==> src/rtl/omok_turn_controller_if.sv <==
// omok_turn_controller_if: buttons, board port, scan port and
// game status between the turn controller and its neighbours.
interface omok_turn_controller_if;
    logic       put;
    logic       undo;
    logic [7:0] cursor_pos;
    logic [7:0] rd_addr;
    logic [1:0] rd_data;
    logic       wr_en;
    logic [7:0] wr_addr;
    logic [1:0] wr_data;
    logic       clear_board;
    logic       scan_start;
    logic       scan_done;
    logic       black_win;
    logic       white_win;
    logic       turn;
    logic [7:0] move_count;
    logic       busy;
    logic       reject;
    logic       game_over;
    logic [1:0] winner;

    modport master (
        input  put, undo, cursor_pos, rd_data,
        input  scan_done, black_win, white_win,
        output rd_addr, wr_en, wr_addr, wr_data,
        output clear_board, scan_start, turn,
        output move_count, busy, reject,
        output game_over, winner
    );

    modport slave (
        output put, undo, cursor_pos, rd_data,
        output scan_done, black_win, white_win,
        input  rd_addr, wr_en, wr_addr, wr_data,
        input  clear_board, scan_start, turn,
        input  move_count, busy, reject,
        input  game_over, winner
    );
endinterface

==> src/rtl/omok_turn_controller.sv <==
// omok_turn_controller: validates and commits moves, runs the win
// scan, keeps an undo stack and clears the board after a game.
module omok_turn_controller #(
    parameter int          CELLS        = 100,
    parameter int          HIST_DEPTH   = 100,
    parameter int          SCAN_TIMEOUT = 255,
    parameter logic [15:0] OVER_HOLD    = 16'd50000
) (
    input logic clk,
    input logic rst,
    omok_turn_controller_if.master bus
);
    localparam int SPW = $clog2(HIST_DEPTH + 1);
    localparam int HAW = $clog2(HIST_DEPTH);

    typedef enum logic [3:0] {
        S_IDLE, S_CHECK, S_WRITE, S_LAUNCH, S_SCAN,
        S_UNDO1, S_UNDO2, S_OVER, S_CLEAR
    } state_t;

    state_t       state_q, state_d;
    logic         turn_q, turn_d;
    logic [7:0]   move_count_q, move_count_d;
    logic [SPW-1:0] sp_q, sp_d;
    logic [1:0]   winner_q, winner_d;
    logic [7:0]   pos_q, pos_d;
    logic [7:0]   pop_q, pop_d;
    logic [15:0]  cnt_q, cnt_d;
    logic         reject_q, reject_d;
    logic         put_q, undo_q;
    logic         push;
    logic [7:0]   hist_q [HIST_DEPTH];

    logic put_rise;
    logic undo_rise;
    assign put_rise  = bus.put & ~put_q;
    assign undo_rise = bus.undo & ~undo_q;

    // State and datapath registers, all cleared by reset.
    always_ff @(posedge clk or negedge rst) begin
        if (!rst) begin
            state_q      <= S_IDLE;
            turn_q       <= 1'b0;
            move_count_q <= 8'd0;
            sp_q         <= '0;
            winner_q     <= 2'b00;
            pos_q        <= 8'd0;
            pop_q        <= 8'd0;
            cnt_q        <= 16'd0;
            reject_q     <= 1'b0;
            put_q        <= 1'b0;
            undo_q       <= 1'b0;
        end else begin
            state_q      <= state_d;
            turn_q       <= turn_d;
            move_count_q <= move_count_d;
            sp_q         <= sp_d;
            winner_q     <= winner_d;
            pos_q        <= pos_d;
            pop_q        <= pop_d;
            cnt_q        <= cnt_d;
            reject_q     <= reject_d;
            put_q        <= bus.put;
            undo_q       <= bus.undo;
        end
    end

    // Move-history stack; contents need no reset, only the pointer.
    always_ff @(posedge clk) begin
        if (push && sp_q < SPW'(HIST_DEPTH))
            hist_q[HAW'(sp_q)] <= pos_q;
    end

    // Next-state and register updates for the game sequencer.
    always_comb begin
        state_d      = state_q;
        turn_d       = turn_q;
        move_count_d = move_count_q;
        sp_d         = sp_q;
        winner_d     = winner_q;
        pos_d        = pos_q;
        pop_d        = pop_q;
        cnt_d        = cnt_q;
        reject_d     = 1'b0;
        push         = 1'b0;
        unique case (state_q)
            S_IDLE: begin
                if (put_rise) begin
                    if (bus.cursor_pos >= 8'(CELLS)) begin
                        reject_d = 1'b1;
                    end else begin
                        pos_d   = bus.cursor_pos;
                        state_d = S_CHECK;
                    end
                end else if (undo_rise) begin
                    if (move_count_q == 8'd0) reject_d = 1'b1;
                    else state_d = S_UNDO1;
                end
            end
            S_CHECK: begin
                if (bus.rd_data != 2'b00) begin
                    reject_d = 1'b1;
                    state_d  = S_IDLE;
                end else begin
                    state_d = S_WRITE;
                end
            end
            S_WRITE: begin
                push = 1'b1;
                if (sp_q < SPW'(HIST_DEPTH)) sp_d = sp_q + 1'b1;
                if (move_count_q < 8'(CELLS))
                    move_count_d = move_count_q + 8'd1;
                state_d = S_LAUNCH;
            end
            S_LAUNCH: begin
                cnt_d   = 16'd0;
                state_d = S_SCAN;
            end
            S_SCAN: begin
                if (bus.scan_done) begin
                    cnt_d = 16'd0;
                    if (bus.black_win) begin
                        winner_d = 2'b01;
                        state_d  = S_OVER;
                    end else if (bus.white_win) begin
                        winner_d = 2'b10;
                        state_d  = S_OVER;
                    end else if (move_count_q == 8'(CELLS)) begin
                        winner_d = 2'b11;
                        state_d  = S_OVER;
                    end else begin
                        turn_d  = ~turn_q;
                        state_d = S_IDLE;
                    end
                end else if (cnt_q == 16'(SCAN_TIMEOUT - 1)) begin
                    reject_d = 1'b1;
                    turn_d   = ~turn_q;
                    state_d  = S_IDLE;
                end else begin
                    cnt_d = cnt_q + 16'd1;
                end
            end
            S_UNDO1: begin
                sp_d    = sp_q - 1'b1;
                pop_d   = hist_q[HAW'(sp_q - 1'b1)];
                state_d = S_UNDO2;
            end
            S_UNDO2: begin
                if (move_count_q != 8'd0)
                    move_count_d = move_count_q - 8'd1;
                turn_d  = ~turn_q;
                state_d = S_IDLE;
            end
            S_OVER: begin
                if (put_rise || cnt_q == OVER_HOLD - 16'd1)
                    state_d = S_CLEAR;
                else
                    cnt_d = cnt_q + 16'd1;
            end
            S_CLEAR: begin
                turn_d       = 1'b0;
                move_count_d = 8'd0;
                sp_d         = '0;
                winner_d     = 2'b00;
                state_d      = S_IDLE;
            end
            default: state_d = S_IDLE;
        endcase
    end

    assign bus.rd_addr     = pos_q;
    assign bus.wr_en       = (state_q == S_WRITE) || (state_q == S_UNDO2);
    assign bus.wr_addr     = (state_q == S_WRITE) ? pos_q : pop_q;
    assign bus.wr_data     = (state_q == S_WRITE) ? {1'b1, turn_q} : 2'b00;
    assign bus.clear_board = (state_q == S_CLEAR);
    assign bus.scan_start  = (state_q == S_LAUNCH);
    assign bus.turn        = turn_q;
    assign bus.move_count  = move_count_q;
    assign bus.busy        = (state_q != S_IDLE) && (state_q != S_OVER);
    assign bus.reject      = reject_q;
    assign bus.game_over   = (state_q == S_OVER);
    assign bus.winner      = winner_q;
endmodule

==> src/flat_wrapper.sv <==
// flat-port wrapper written by rule: the top's interface ports become plain ports
module omok_turn_controller_flat 
#(
    parameter int          CELLS        = 100,
    parameter int          HIST_DEPTH   = 100,
    parameter int          SCAN_TIMEOUT = 255,
    parameter logic [15:0] OVER_HOLD    = 16'd50000
)
  (clk, rst, bus_put, bus_undo, bus_cursor_pos, bus_rd_data, bus_scan_done, bus_black_win, bus_white_win, bus_rd_addr, bus_wr_en, bus_wr_addr, bus_wr_data, bus_clear_board, bus_scan_start, bus_turn, bus_move_count, bus_busy, bus_reject, bus_game_over, bus_winner);
  omok_turn_controller_if bus_i ();
  input logic clk;
  input logic rst;
  input wire logic [$bits(bus_i.put)-1:0] bus_put;
  input wire logic [$bits(bus_i.undo)-1:0] bus_undo;
  input wire logic [$bits(bus_i.cursor_pos)-1:0] bus_cursor_pos;
  input wire logic [$bits(bus_i.rd_data)-1:0] bus_rd_data;
  input wire logic [$bits(bus_i.scan_done)-1:0] bus_scan_done;
  input wire logic [$bits(bus_i.black_win)-1:0] bus_black_win;
  input wire logic [$bits(bus_i.white_win)-1:0] bus_white_win;
  output wire logic [$bits(bus_i.rd_addr)-1:0] bus_rd_addr;
  output wire logic [$bits(bus_i.wr_en)-1:0] bus_wr_en;
  output wire logic [$bits(bus_i.wr_addr)-1:0] bus_wr_addr;
  output wire logic [$bits(bus_i.wr_data)-1:0] bus_wr_data;
  output wire logic [$bits(bus_i.clear_board)-1:0] bus_clear_board;
  output wire logic [$bits(bus_i.scan_start)-1:0] bus_scan_start;
  output wire logic [$bits(bus_i.turn)-1:0] bus_turn;
  output wire logic [$bits(bus_i.move_count)-1:0] bus_move_count;
  output wire logic [$bits(bus_i.busy)-1:0] bus_busy;
  output wire logic [$bits(bus_i.reject)-1:0] bus_reject;
  output wire logic [$bits(bus_i.game_over)-1:0] bus_game_over;
  output wire logic [$bits(bus_i.winner)-1:0] bus_winner;
  assign bus_i.put = bus_put;
  assign bus_i.undo = bus_undo;
  assign bus_i.cursor_pos = bus_cursor_pos;
  assign bus_i.rd_data = bus_rd_data;
  assign bus_i.scan_done = bus_scan_done;
  assign bus_i.black_win = bus_black_win;
  assign bus_i.white_win = bus_white_win;
  assign bus_rd_addr = bus_i.rd_addr;
  assign bus_wr_en = bus_i.wr_en;
  assign bus_wr_addr = bus_i.wr_addr;
  assign bus_wr_data = bus_i.wr_data;
  assign bus_clear_board = bus_i.clear_board;
  assign bus_scan_start = bus_i.scan_start;
  assign bus_turn = bus_i.turn;
  assign bus_move_count = bus_i.move_count;
  assign bus_busy = bus_i.busy;
  assign bus_reject = bus_i.reject;
  assign bus_game_over = bus_i.game_over;
  assign bus_winner = bus_i.winner;
  omok_turn_controller #(.CELLS(CELLS), .HIST_DEPTH(HIST_DEPTH), .SCAN_TIMEOUT(SCAN_TIMEOUT), .OVER_HOLD(OVER_HOLD)) u_core (.clk(clk), .rst(rst), .bus(bus_i));
endmodule
==> config.mk <==
export PLATFORM = sky130hd
export DESIGN_NAME = omok_turn_controller_flat
export DESIGN_NICKNAME = d
export VERILOG_FILES = /design/src/rtl/omok_turn_controller_if.sv /design/src/rtl/omok_turn_controller.sv /design/src/flat_wrapper.sv
export SDC_FILE = /design/constraint.sdc
export NUM_CORES = 1
export LEC_CHECK = 0
export BUFFER_PORTS_ARGS = -buffer_cell sky130_fd_sc_hd__buf_2
export CAP_MARGIN = 20
export CORE_ASPECT_RATIO = 0.9
export CORE_MARGIN = 5
export CORE_UTILIZATION = 59
export CTS_CLUSTER_DIAMETER = 50
export DETAILED_ROUTE_END_ITERATION = 8
export HOLD_SLACK_MARGIN = 0.02
export PLACE_DENSITY = 0.86
export SETUP_SLACK_MARGIN = 0.15
export SYNTH_ARGS = -nofsm -noshare
export SYNTH_HDL_FRONTEND = slang
export SYNTH_SLANG_ARGS = --single-unit
==> constraint.sdc <==
create_clock -name clk -period 4.77 [get_ports clk]
set_input_delay 0.954 -clock clk [delete_from_list [all_inputs] [get_ports clk]]
set_output_delay 0.954 -clock clk [all_outputs]
set_load 0.03 [all_outputs]
==> results.ini, run 1 <==
[route]
wirelength_um=85500
routed-via-count=19200
wl_per_cell_um=30.8
viasPerCell=6.93
drtAntennaViolNets=0
drt_iter0_drc=3194
first_pass_iters=7
drc=0

[outcome]
status=complete, no violations

[worst_setup_path]
crit_type=flop to flop
worstSetupEndpointType=flop
critPathLaunchType=flop
cp_top_family=compound AO/OA/AOI/OAI gates
slowest_delay_ns=0.97
critPathArrivalTime_ns=4.57
crit_slowest_cell=dfrtp_4
path_cells=inv_1 > ha_4 > buf_12 > mux4_2 > and2_1 > a211oi_1 > a311oi_1 > o221ai_1 > nand3_1
path_buf_inv=2
required_ns=5.28
cp_max_fo=59

[cells_and_area]
drive_gt1_share_pct=22.9
final_util_pct=66.1
diodes=0
nets=1967
area_growth_pct=11.2
fill_cells=3536
fin_area_sq_mm=0.0385
most-common-layout-cells=800 x edfxtp_1, 208 x mux4_2, 175 x nand2_1
layout_commonest_cell=edfxtp_1

[timing]
setup_tns_ns=0
skew_ns=0.0300
final.min_clock_period_ns=4.06
final_hold_viol_count=0
max_freq_ghz=0.246
drv_slew=0
rsz0062_at_grt=false
setup_viol=0
tightestPinTransition_ns=1.15
relSlewSlack_pct=23.0
finalCritPeriodShare_pct=85.1

[floorplanning]
die-area_sq_mm=0.0636
die_x_um=265
start_util_pct=59.4
die_y_um=240
rows=84
core_sq_mm=0.0582
ios=52

[placement]
dp_hpwl_um=50200
place.gp.congestion=0.921
post_dp_cell_area_sq_mm=0.0358
io_buffers=51

[cts]
clk_path_buf_depth=3
cts_tree=done
cts_resized=0
numCtsBuffers=82
htree_num_levels=3
hold_buffers=0
cts_sinks=857
clk_latency_ns=0.64
cts-root-buf=clkbuf_16
cts.clk_slew.worst_paths_ns=0.07
cts_setup_buffers=0

[synth]
ys_seq_elements=857
yosysTopAreaCell=edfxtp_1
syn_inst=1874
syn_nets=1899
ys_types=69
synth_ff_type=edfxtp_1
yosysWarnings=0
synth_area_leaders=edfxtp_1 69%, mux4_2 14%, dfrtp_1 4.1%
synth.top_cell.area_share_pct=69.4
syn_area_sq_mm=0.0346
ys_async_sr_fraction_pct=6.65
syn_area_per_cell_sq_um=18.5
synth-edff-count=800
yosysSeqAreaShare_pct=73.5

[grt]
grt_max_degree=110
grt_pass1_vias=19200
grt_usage_pct=27.0
overflow=0
grt_pass1_wl_um=127000
antenna_found_initial=0

[pwr]
total_power_mw=25.8
power_density_mw_per_mm2=671
leakage_nw=12.4
ir_drop_uv=573

[job]
drv_cap=0

[min_path]
hold_path.class=input port to async pin

==> worst reg2reg max path, delay by kind of cell (launching register included) <==
family	cells	cell delay [ns]
compound gates	3	0.98
flops	1	0.97
fa+ha+maj	1	0.62
buf+inv	2	0.60
mux	1	0.46
simple gates	2	0.31
==> logic make-up (layout without fill, tap and decap cells) <==
group / after synthesis / after routing / synth area share, %
XOR/XNOR: 21 / 21 / 0.531
AND/OR/NAND/NOR: 474 / 474 / 6.27
adder cells (fa/ha/maj): 8 / 8 / 0.289
buffers and inverters: 116 / 243 / 1.46
multiplexers: 243 / 243 / 14.6
flip-flops: 857 / 857 / 73.5
AO/OA/AOI/OAI: 155 / 155 / 3.30
==> Yosys cell counts, drive strengths merged, types with 19 or more instances <==
cell	instances
o21ai	25
and2	22
clkbuf	58
nand2	175
mux4	208
buf	50
dfrtp	57
nor2	144
mux2	19
a21oi	20
edfxtp	800
nand3	40
==> metrics by stage <==
stage / setup slack [ns] / cells / hold WS, ns
6_report: 0.711 / 2775 / 0.376
5_1_grt: 0.448 / 2775 / 0.425
4_1_cts: 0.720 / 2775 / 0.383
3_5_place_dp: 0.886 / 2632 / 0.492
3_3_place_gp: 0.937 / 2631 / 0.485
2_1_floorplan: 1.20 / 1874 / 0.456
==> per-layer routing <==
metal | wire length, um | track usage (%)
met4 | 3690 | 9.47
met3 | 10300 | 6.87
met2 | 40700 | 42.5
met5 | 0 | 0
met1 | 30800 | 37.8
==> cell type report <==
cell class              count  area, sq um  area share [%]
flip-flops and latches    857        25500            66.2
multi-input cells         901         8710            22.6
clock buffers              95         2170            5.65
well taps                 774          968            2.52
repair buffers             92          646            1.68
clock inverters            48          488            1.27
inverters                   8         30.0          0.0780
==> power by group <==
group | internal [mW] | total, mW | switching [mW]
Combinational | 3.38 | 9.21 | 5.84
Sequential | 9.36 | 10.1 | 0.760
Clock | 3.75 | 6.51 | 2.76
Total | 16.5 | 25.8 | 9.35
==> worst paths after layout <==
path	slack, ns	startpoint	depth (start not counted)	to
hold reg to reg	0.51	u_core.bus.winner[0]	1	u_core.bus.winner[0]
hold / removal	0.38	rst	1	u_core.bus.winner[1]
max in group asynchronous	3.48	rst	2	u_core.sp_q[0]
setup reg to reg	0.71	u_core.sp_q[0]	9	u_core.pop_q[5]
setup / recovery	0.71	u_core.sp_q[0]	9	u_core.pop_q[5]
min in group clk	0.45	bus_put	1	u_core.put_q
==> sequential cells by signal, summed over array words and instances, names as in the netlist, 2 cells and up <==
name and count:
u_core.pop_q 8, u_core.bus.move_count 8, u_core.state_q 4, u_core.cnt_q 16, u_core.hist_q 800, u_core.bus.winner 2, u_core.bus.rd_addr 8, u_core.sp_q 7
No activity file was read; power rests on OpenSTA's default activity.
==> inputs of run 2 (changes only) <==
--- a/config.mk
+++ b/config.mk
@@ -5,13 +5,13 @@
 export SDC_FILE = /design/constraint.sdc
 export NUM_CORES = 1
 export LEC_CHECK = 0
-export BUFFER_PORTS_ARGS = -buffer_cell sky130_fd_sc_hd__buf_2
 export CAP_MARGIN = 20
 export CORE_ASPECT_RATIO = 0.9
 export CORE_MARGIN = 5
 export CORE_UTILIZATION = 59
 export CTS_CLUSTER_DIAMETER = 50
 export DETAILED_ROUTE_END_ITERATION = 8
+export DONT_BUFFER_PORTS = 1
 export HOLD_SLACK_MARGIN = 0.02
 export PLACE_DENSITY = 0.86
 export SETUP_SLACK_MARGIN = 0.15
==> results.ini, run 2 (synthesis results as in run 1) <==
[placement]
dp_hpwl_um=52100
post_dp_cell_area_sq_mm=0.0356
place.gp.congestion=0.961
io_buffers=0

[cells_and_area]
top_register=u_core.hist_q
nets=1917
final_util_pct=65.6
largest_reg_flops=800
fin_area_sq_mm=0.0382
top_regs=u_core.hist_q x800, u_core.cnt_q x16
area_growth_pct=10.3
drive_gt1_share_pct=20.7
layout_commonest_cell=edfxtp_1
most-common-layout-cells=800 x edfxtp_1, 208 x mux4_2, 175 x nand2_1

[worst_setup_path]
critPathArrivalTime_ns=4.45
crit_type=flop to flop
worstSetupEndpointType=flop
path_buf_inv=1
slowest_delay_ns=0.98
cp_top_family=simple AND/OR/NAND/NOR gates
crit_slowest_cell=nor2_1
path_cells=nor4b_2 > buf_4 > o21a_1 > nor2b_1 > nand2_1 > nor2_1
required_ns=5.03
critPathLaunchType=flop
cp_max_fo=21

[floorplanning]
die-area_sq_mm=0.0636
die_y_um=240
start_util_pct=59.4
core_sq_mm=0.0582
die_x_um=265
rows=84
ios=52

[cts]
htree_num_levels=3
numCtsBuffers=79
cts-root-buf=clkbuf_16
cts.clk_slew.worst_paths_ns=0.07
cts_setup_buffers=0
cts_resized=0
cts_tree=done
cts_sinks=857
clk_latency_ns=0.65
hold_buffers=1
clk_path_buf_depth=3

[route]
viasPerCell=7.21
first_pass_iters=9
wl_per_cell_um=33.2
drtAntennaViolNets=0
drc=2
drt_iter0_drc=3448
routed-via-count=19600
wirelength_um=90500

[pwr]
pwr-share-clk_pct=24.6
internal_power_mw=16.3
total_power_mw=25.8
combPwrFrac_pct=36.2
ir_drop_uv=612
power_density_mw_per_mm2=677
p_sw_mw=9.53
leakage_nw=12.1
swShare_pct=36.9
seqPwrFrac_pct=39.1

[grt]
grt_max_degree=105
grt.busiest_layer=met2
grtUsageMet3_pct=9.07
grt_usage_pct=28.7
grt_pass1_vias=19600
antenna_found_initial=3
overflow=0
grt_pass1_wl_um=134000
met2_usage_pct=45.1
grt_use_met1_pct=38.4

[outcome]
status=complete, but fails checks
violations=design-rule violations

[timing]
final.min_clock_period_ns=4.20
drv_slew=0
relSlewSlack_pct=19.1
holdWs_ns=0.189
skew_ns=0.0333
max_freq_ghz=0.238
final_hold_viol_count=0
setup_tns_ns=0
setup_viol=0
rsz0062_at_grt=false
tightestPinTransition_ns=1.21
finalCritPeriodShare_pct=88.0

[job]
drv_cap=0

[min_path]
hold_path.class=input port to async pin

[run 2: cell count changes in the layout (fill, tap and decap cells not counted), moves of 3 or more]
cell and change:
buf_2 -51, clkinv_4 -4, clkbuf_8 +3, clkinvlp_4 -3, bufinv_16 -4, buf_4 +4, clkbuf_1 +7
[run 2: worst paths after layout]
kind                                   startpoint                   end  depth (start not counted)  slack [ns]
worst max-delay path            u_core.state_q[0]  u_core.hist_q[98][2]                          6        0.57
worst min-delay path                          rst      u_core.cnt_q[15]                          1        0.19
worst max register to register  u_core.state_q[0]  u_core.hist_q[98][2]                          6        0.57
worst min register to register    u_core.pop_q[4]       u_core.pop_q[4]                          2        0.55
max in group asynchronous                     rst        u_core.sp_q[0]                          1        4.28
min in group clk                          bus_put          u_core.put_q                          0        0.35
[run 2: worst reg2reg max path, stage by stage, from the launching register on]
cell	delay, ns
dfrtp_1	0.60
nor4b_2	0.41
buf_4	0.37
o21a_1	0.37
nor2b_1	0.30
nand2_1	0.79
nor2_1	0.99
[run 2: per-layer routing]
layer / up-vias / share of wire, %
li1: 7571 / -
met1: 9856 / 34
met2: 1865 / 48
met3: 348 / 14
met4: 4 / 5.0
met5: - / 0.059
[run 2: final cells by class]
cell class | instances | area, sq um
antenna | 1 | 2.50
clock buffer | 105 | 2240
clock inverter | 35 | 310
fill | 3517 | 20100
inverter | 8 | 30.0
multi-input combinational | 901 | 8710
sequential | 857 | 25500
tap | 774 | 968
timing repair buffer | 45 | 428
[run 2: power by group through the flow]
stage          sequential [mW]  combinational (mW)  clock (mW)
2_1_floorplan             10.3                5.72           0
3_3_place_gp              10.2                8.59           0
3_5_place_dp              10.3                8.87           0
4_1_cts                   10.1                9.13        6.37
5_1_grt                   10.1                9.71        6.72
6_report                  10.1                9.36        6.36
[run 2: through the flow]
| step | std cells | worst slack, ns |
|---|---|---|
| detailed placement | 2583 | 0.822 |
| global placement | 2582 | 0.896 |
| global route | 2725 | 0.484 |
| floorplan | 1874 | 1.20 |
| CTS | 2724 | 0.669 |
| finish | 2726 | 0.572 |
